File: src/rtl/apb_pkg.sv
// Shared APB definitions for the RAM-backed completers.
// Bus widths and the completer FSM state type.
package apb_pkg;

  localparam int APB_ADDR_W = 8;
  localparam int APB_DATA_W = 8;

  typedef enum logic {
    IDLE,
    ACCESS
  } apb_state_t;

endpackage

File: src/rtl/apb_ram_core.sv
// Byte RAM behind an APB completer.
// Synchronous write port, asynchronous read port.
module apb_ram_core #(
  parameter int DEPTH  = 64,
  parameter int DATA_W = 8,
  localparam int AW    = (DEPTH > 1) ? $clog2(DEPTH) : 1
) (
  input  logic              clk,
  input  logic              we,
  input  logic [AW-1:0]     waddr,
  input  logic [DATA_W-1:0] wdata,
  input  logic [AW-1:0]     raddr,
  output logic [DATA_W-1:0] rdata
);

  logic [DATA_W-1:0] mem [DEPTH];

  always_ff @(posedge clk) begin
    if (we) begin
      mem[waddr] <= wdata;
    end
  end

  assign rdata = mem[raddr];

endmodule

File: src/rtl/apb_slave_ram.sv
// APB completer with local byte RAM, fixed wait states,
// out-of-range error response and saturating error counter.
module apb_slave_ram
  import apb_pkg::*;
#(
  parameter int ADDR_W      = APB_ADDR_W,
  parameter int DATA_W      = APB_DATA_W,
  parameter int DEPTH       = 64,
  parameter int WAIT_CYCLES = 2
) (
  input  logic              PCLK,
  input  logic              PRESET,
  input  logic              PSEL,
  input  logic              PENABLE,
  input  logic              PWRITE,
  input  logic [ADDR_W-1:0] PADDR,
  input  logic [DATA_W-1:0] PWDATA,
  output logic [DATA_W-1:0] PRDATA,
  output logic              PREADY,
  output logic              PSLVERR,
  output logic [7:0]        err_cnt
);

  localparam int AW = (DEPTH > 1) ? $clog2(DEPTH) : 1;

  apb_state_t        state;
  logic [3:0]        cnt;
  logic [AW-1:0]     addr_q;
  logic              wr_q;
  logic              err_q;
  logic [DATA_W-1:0] wdata_q;
  logic [DATA_W-1:0] rdata;
  logic              setup;
  logic              done;
  logic              ram_we;
  logic              in_range;

  assign setup    = PSEL & ~PENABLE;
  assign in_range = int'(PADDR) < DEPTH;

  // Completion is gated by reset so a reset edge never commits a write.
  assign done = (state == ACCESS) & PSEL & PENABLE
              & (cnt == 4'd0) & ~PRESET;
  assign ram_we = done & wr_q & ~err_q;

  always_ff @(posedge PCLK) begin
    if (PRESET) begin
      state   <= IDLE;
      cnt     <= '0;
      addr_q  <= '0;
      wr_q    <= 1'b0;
      err_q   <= 1'b0;
      wdata_q <= '0;
      err_cnt <= '0;
    end else begin
      unique case (state)
        IDLE: begin
          if (setup) begin
            state   <= ACCESS;
            cnt     <= 4'(WAIT_CYCLES);
            addr_q  <= PADDR[AW-1:0];
            wr_q    <= PWRITE;
            err_q   <= ~in_range;
            wdata_q <= PWDATA;
          end
        end
        ACCESS: begin
          if (!PSEL) begin
            state <= IDLE;
          end else if (setup) begin
            cnt     <= 4'(WAIT_CYCLES);
            addr_q  <= PADDR[AW-1:0];
            wr_q    <= PWRITE;
            err_q   <= ~in_range;
            wdata_q <= PWDATA;
          end else if (cnt != 4'd0) begin
            cnt <= cnt - 4'd1;
          end else begin
            state <= IDLE;
            if (err_q && err_cnt != 8'hFF) begin
              err_cnt <= err_cnt + 8'd1;
            end
          end
        end
        default: state <= IDLE;
      endcase
    end
  end

  apb_ram_core #(
    .DEPTH (DEPTH),
    .DATA_W(DATA_W)
  ) u_ram (
    .clk  (PCLK),
    .we   (ram_we),
    .waddr(addr_q),
    .wdata(wdata_q),
    .raddr(addr_q),
    .rdata(rdata)
  );

  assign PREADY  = done;
  assign PSLVERR = done & err_q;
  assign PRDATA  = (done & ~wr_q & ~err_q) ? rdata : '0;

endmodule
File: config.mk
export PLATFORM = sky130hd
export DESIGN_NAME = apb_slave_ram
export DESIGN_NICKNAME = d
export VERILOG_FILES = /design/src/rtl/apb_pkg.sv /design/src/rtl/apb_ram_core.sv /design/src/rtl/apb_slave_ram.sv
export SDC_FILE = /design/constraint.sdc
export NUM_CORES = 1
export LEC_CHECK = 0
export ABC_AREA = 1
export BUFFER_PORTS_ARGS = -buffer_cell sky130_fd_sc_hd__buf_2
export CAP_MARGIN = 10
export CORE_UTILIZATION = 55
export DETAILED_ROUTE_END_ITERATION = 8
export PLACE_DENSITY = 0.75
export SYNTH_ARGS = -nofsm -noshare
export SYNTH_HDL_FRONTEND = slang
export SYNTH_HIERARCHICAL = 1
export SYNTH_SLANG_ARGS = --single-unit
File: constraint.sdc
create_clock -name PCLK -period 3.1 [get_ports PCLK]
set_input_delay 0.465 -clock PCLK [delete_from_list [all_inputs] [get_ports PCLK]]
set_output_delay 0.465 -clock PCLK [all_outputs]
set_load 0.02 [all_outputs]
# ---- After elaboration in Yosys (flattened, before gate mapping)
# Memories as Yosys holds them, arrays and structs flattened. A register that Yosys moved wholly into a read port is not among the register bits.
# Cells that the tools add are included.
dict set report op_classes {
  eq_ne 4
  reduce_logical 5
  addsub 2
  muxes 27
  n_lt_le_gt_ge 1
  n_bitwise 18
}
# cell n
set ops {}
lappend ops {{two-way mux 6 bit} 4}
lappend ops {{two-way mux 8 bit} 3}
lappend ops {{two-way mux 4 bit} 4}
lappend ops {{one-hot mux 8 bit (2 select lines)} 1}
lappend ops {{one-hot mux 6 bit (2 select lines)} 1}
lappend ops {{AND 1 bit} 10}
lappend ops {{two-way mux 1 bit} 10}
lappend ops {{adder 8 x 1 -> 8 bit (second input constant)} 1}
lappend ops {{< comparator 8 x 7 -> 1 bit (second input constant)} 1}
lappend ops {{inequality test 8 bit (second input constant)} 1}
lappend ops {{inverter 1 bit} 8}
lappend ops {{one-hot mux 4 bit (2 select lines)} 1}
lappend ops {{one-hot mux 1 bit (2 select lines)} 3}
lappend ops {{AND reduction 5 bit} 1}
lappend ops {{zero test 4 bit} 1}
lappend ops {{inequality test 2 bit (second input constant)} 2}
lappend ops {{nonzero test 4 bit} 1}
lappend ops {{subtractor 4 x 1 -> 4 bit (second input constant)} 1}
lappend ops {{inequality test 3 x 1 -> 1 bit (second input constant)} 1}
lappend ops {{AND reduction 3 bit} 1}
lappend ops {{logical AND 1 bit} 1}
dict set report word_totals {
  out_inout_bits 18
  regBits 29
  memories 1
  elab_cells 65
  ramBits 512
}
# memory words width read_ports rd_clocked_by_memory_dff wr line_no
set memory_table {}
lappend memory_table {u_ram.mem 64 8 1 1 1 apb_ram_core.sv:16} ;# logic [DATA_W-1:0] mem [DEPTH];

# ---- Longest topological paths before layout
dict set report depth {
  ltp_word 8
  depth_mapped 14
  mapped_depth_nobuf 11
}

# ---- By module
# Netlist, hierarchy kept.
# mod area_per_inst_um2 n_inst seq_area_each_um2 cells_each
set by_module_without_submodules {}
lappend by_module_without_submodules {apb_ram_core 21179.1 1 15374.7 1797}
lappend by_module_without_submodules {apb_slave_ram 1440.1 1 580.6 202}

# ---- Least setup slack after synthesis
# OpenSTA, ideal clock, no wires.
dict set report synth_path {
  kind {reg-to-reg}
  from {register cnt[0]}
  to {memory u_ram.mem[50][0], enable pin}
  period_less_slack_ns 2.929
  path_stages_with_launch 10
  setup_time_ns 0.395
  t_arrival_ns 2.535
  t_required_ns 2.705
  path_slack_ns 0.171
  cell_sequence {dfxtp_1 > inv_1 > ha_1 > nand3_2 > nor3_4 > nand2_1 > nor2_1 > clkbuf_1 > nand4_1 > nor4_1}
}
dict set report synth_via {
  elab_chain_len 7
}
# item line_no
set synth_rtl {}
lappend synth_rtl {{start, declared} apb_slave_ram.sv:27} ;# logic [3:0] cnt;
lappend synth_rtl {{start signal, assigned} apb_slave_ram.sv:60} ;# cnt <= 4'(WAIT_CYCLES);
lappend synth_rtl {{start signal, assigned} apb_slave_ram.sv:71} ;# cnt <= 4'(WAIT_CYCLES);
lappend synth_rtl {{start signal, assigned} apb_slave_ram.sv:77} ;# cnt <= cnt - 4'd1;
lappend synth_rtl {{zero test 4 bit} apb_slave_ram.sv:43} ;# & (cnt == 4'd0) & ~PRESET;
lappend synth_rtl {{AND 1 bit (2 in a row)} apb_slave_ram.sv:43}
lappend synth_rtl {{named net PREADY} apb_slave_ram.sv:19} ;# output logic PREADY,
lappend synth_rtl {{AND 1 bit (2 in a row)} apb_slave_ram.sv:44} ;# assign ram_we = done & wr_q & ~err_q;
lappend synth_rtl {{named net ram_we} apb_slave_ram.sv:35} ;# logic ram_we;
lappend synth_rtl {{two-way mux 1 bit} apb_ram_core.sv:19} ;# if (we) begin
lappend synth_rtl {{two-way mux 1 bit (implied by the code)} apb_ram_core.sv:20} ;# mem[waddr] <= wdata;
lappend synth_rtl {{end, declared} apb_ram_core.sv:16}
# The timed path passes the listed nets, and every way through them passes these cells.

==> run metrics <==
max incr delay on CP=0.47 ns; Worst Path Required=2.63 ns; critical path arrival=2.64 ns; fill cell count=2,865; Detail Route Antenna Nets=0; power per cell area=581 mW/mm^2; H-tree depth=2; Largest delay share family, worst path=simple AND/OR/NAND/NOR gates; Post-synth EDFFs=512; HP Class=in2reg; flops & latches, synth=541; Reg clk slew, reported paths=0.06 ns; Final Setup Violations=1; DP Wirelength=31,700 microns; final WL=57,500 microns; CTS Buf Count=53; setup_tns=-0.00966 ns; status=finished, violations left; fin cells=2,673; Worst Path Max Fanout=11; DR vias/cell=6.00; # diodes=0; row count=73; Ports=39; Yosys top cell by area=edfxtp_1; # Max-Cap Violations=0; most used cell, CP=nand2_1; initial antenna violation count=0; Fmax=322 MHz; Setup crit start kind=flop; 1st-iter DRT viols=1,934; Tmin final=3.11 ns; DRC=0; worst-margin pin slew=0.958 ns; DIE WIDTH=205 microns; PnR Total Power=15.1 mW; worst vdd ir=0.376 mV; final hold vios=0; most common cell in the netlist=nand2_1; Setup crit end kind=output pin; placed insts=2,557; critical path class=reg2out; Syn-to-layout area delta=15.2%; CTS Root Cell=clkbuf_16; Slew HR=36.0%; CP Buf/Inv Count=4; vias in the first global route=15,200; failing checks=setup timing; top-area cell type share of the netlist area=68.0%; Leakage=9.83 nW; clk sink count=541; syn_area_per_cell=11.3 sq um; share of layout cells above drive strength 1=14.7%; synth unique cells=33; Remaining Overflow, GRT=0; port bufs=38; Post-CTS Hold Buffers=0; WHS=0.150 ns; Via Count=16,000; largest cells by area after synthesis=edfxtp_1, nand2_1, nand3_1; main flop type after synthesis=edfxtp_1; final period utilization=100%; fin nets=2,132; Clock Latency Late Sink=0.58 ns; register area share after synthesis=70.5%; chip height=205 microns; Slew Viols, Final=0; Tot GR Track Use=26.9%; crit-path cells=buf_12, buf_4, nand2_1, nand3_1, nand3_1, nand2_1, nand2_1, nand3_2, nand3_1, nand2_1, inv_1, nor2_4, buf_6; YS warnings=6; Post-Syn Area=0.0226 sq mm; syn nets=2,022; synth cell count leaders=nand2_1, edfxtp_1, nand3_1; First-pass DRT Iterations=6; die area=0.0419 sq mm; gpl congestion=0.903; pin count of the biggest net entering global routing=139; RSZ-0062 raised after global routing=yes; global-route wire length before repair=85,100 microns; Cells after Synth=1,999; slowest stage cell, crit path=dfxtp_4; asr flop ratio synth=0%; worst-case clock buffer depth=3; pre-CTS setup slack=0.349 ns; TritonCTS clock tree=done; Fin Clk Skew=0.0185 ns; wire length per cell=21.5 microns; Initial Utilization=56.3%; core area=0.0402 sq mm; final worst slack=-0.00966 ns
-- timing repair --
| action | 4_1_cts | 5_1_grt |
|---|---|---|
| buffers inserted | 6 | 6 |
| setup endpoints to repair | 8 | 8 |
| resized for setup | 40 | 58 |
| pin swaps | 1 | 16 |
| cloned | 7 | 6 |
| hold endpoints to repair | 0 | 0 |
-- per-stage QoR --
step	area, sq um	util [%]
after floorplan	22600	-
after global placement	23700	58.9
after detailed placement	23700	58.9
after CTS	25700	63.9
after global routing	26100	64.8
final	26100	64.8
-- worst reg2reg max path, delay by kind of cell (launching register included) --
kind	cells	cell delay, ns
flip-flops	1	0.30
buffers and inverters	3	0.55
AND/OR/NAND/NOR	6	1.50
adder cells (fa/ha/maj)	1	0.24
-- layout by cell type, fill, tap and decap left out, types with 6 or more instances in the layout --
master     instances
buf_16             9
clkinv_1          19
nand2_1          673
clkbuf_1          14
dfxtp_1           18
nor2_2             7
o21ai_0           18
nor2_1            99
edfxtp_1         512
nand3_1          414
a21oi_2            6
buf_2             30
buf_12            14
dfxtp_2            8
nand4_1           10
nor4_1             8
nand3_2           34
clkbuf_16         60
buf_6             13
nand2_2            9
buf_4             97
inv_1             31
-- registers in the layout, indices dropped and copies added (netlist names) --
register and count:
err_q 1, wdata_q 8, wr_q 1, u_ram/mem 512, err_cnt 8, cnt 4
state 1, addr_q 6
-- layout make-up --
class	count	area, sq um	area share [%]
sequential	541	16000	61.3
multi-input combinational	1303	5900	22.6
timing repair buffer	174	1830	7.02
clock buffer	68	1400	5.39
tap	525	657	2.52
inverter	36	150	0.576
clock inverter	26	143	0.547
-- power breakdown --
part,total (mW),switching (mW),internal (mW)
Combinational,1.22,0.823,0.393
Sequential,8.11,0.0741,8.03
Clock,5.82,2.57,3.25
Total,15.1,3.47,11.7
-- worst paths after layout --
kind | startpoint | to | slack (ns) | depth (start not counted)
worst max register to register | cnt[0]$_SDFFE_PP0P_ | u_ram/mem[2][0]$_DFFE_PP_ | 0.21 | 10
worst min register to register | wdata_q[2]$_SDFFE_PP0P_ | u_ram/mem[56][2]$_DFFE_PP_ | 0.45 | 0
worst min-delay path | PWDATA[2] | wdata_q[2]$_SDFFE_PP0P_ | 0.15 | 3
worst max-delay path | addr_q[0]$_SDFFE_PP0P_ | PRDATA[0] | -0.01 | 13
-- kinds of logic after synthesis --
logic type / share of synthesized area [%]
buf+inv: 4.33
flops: 70.5
simple gates: 24.1
xor+xnor: 0.116
fa+ha+maj: 0.111
compound gates: 0.797
-- layer usage --
metal / up-vias / part of all wire (%) / GRT usage (%)
met5: - / 0 / 0
met4: 0 / 3.3 / 10.5
met3: 156 / 12 / 5.04
met2: 1027 / 47 / 42.8
met1: 7664 / 38 / 36.6
li1: 7198 / - / -
No activity file was read; power rests on OpenSTA's default activity.
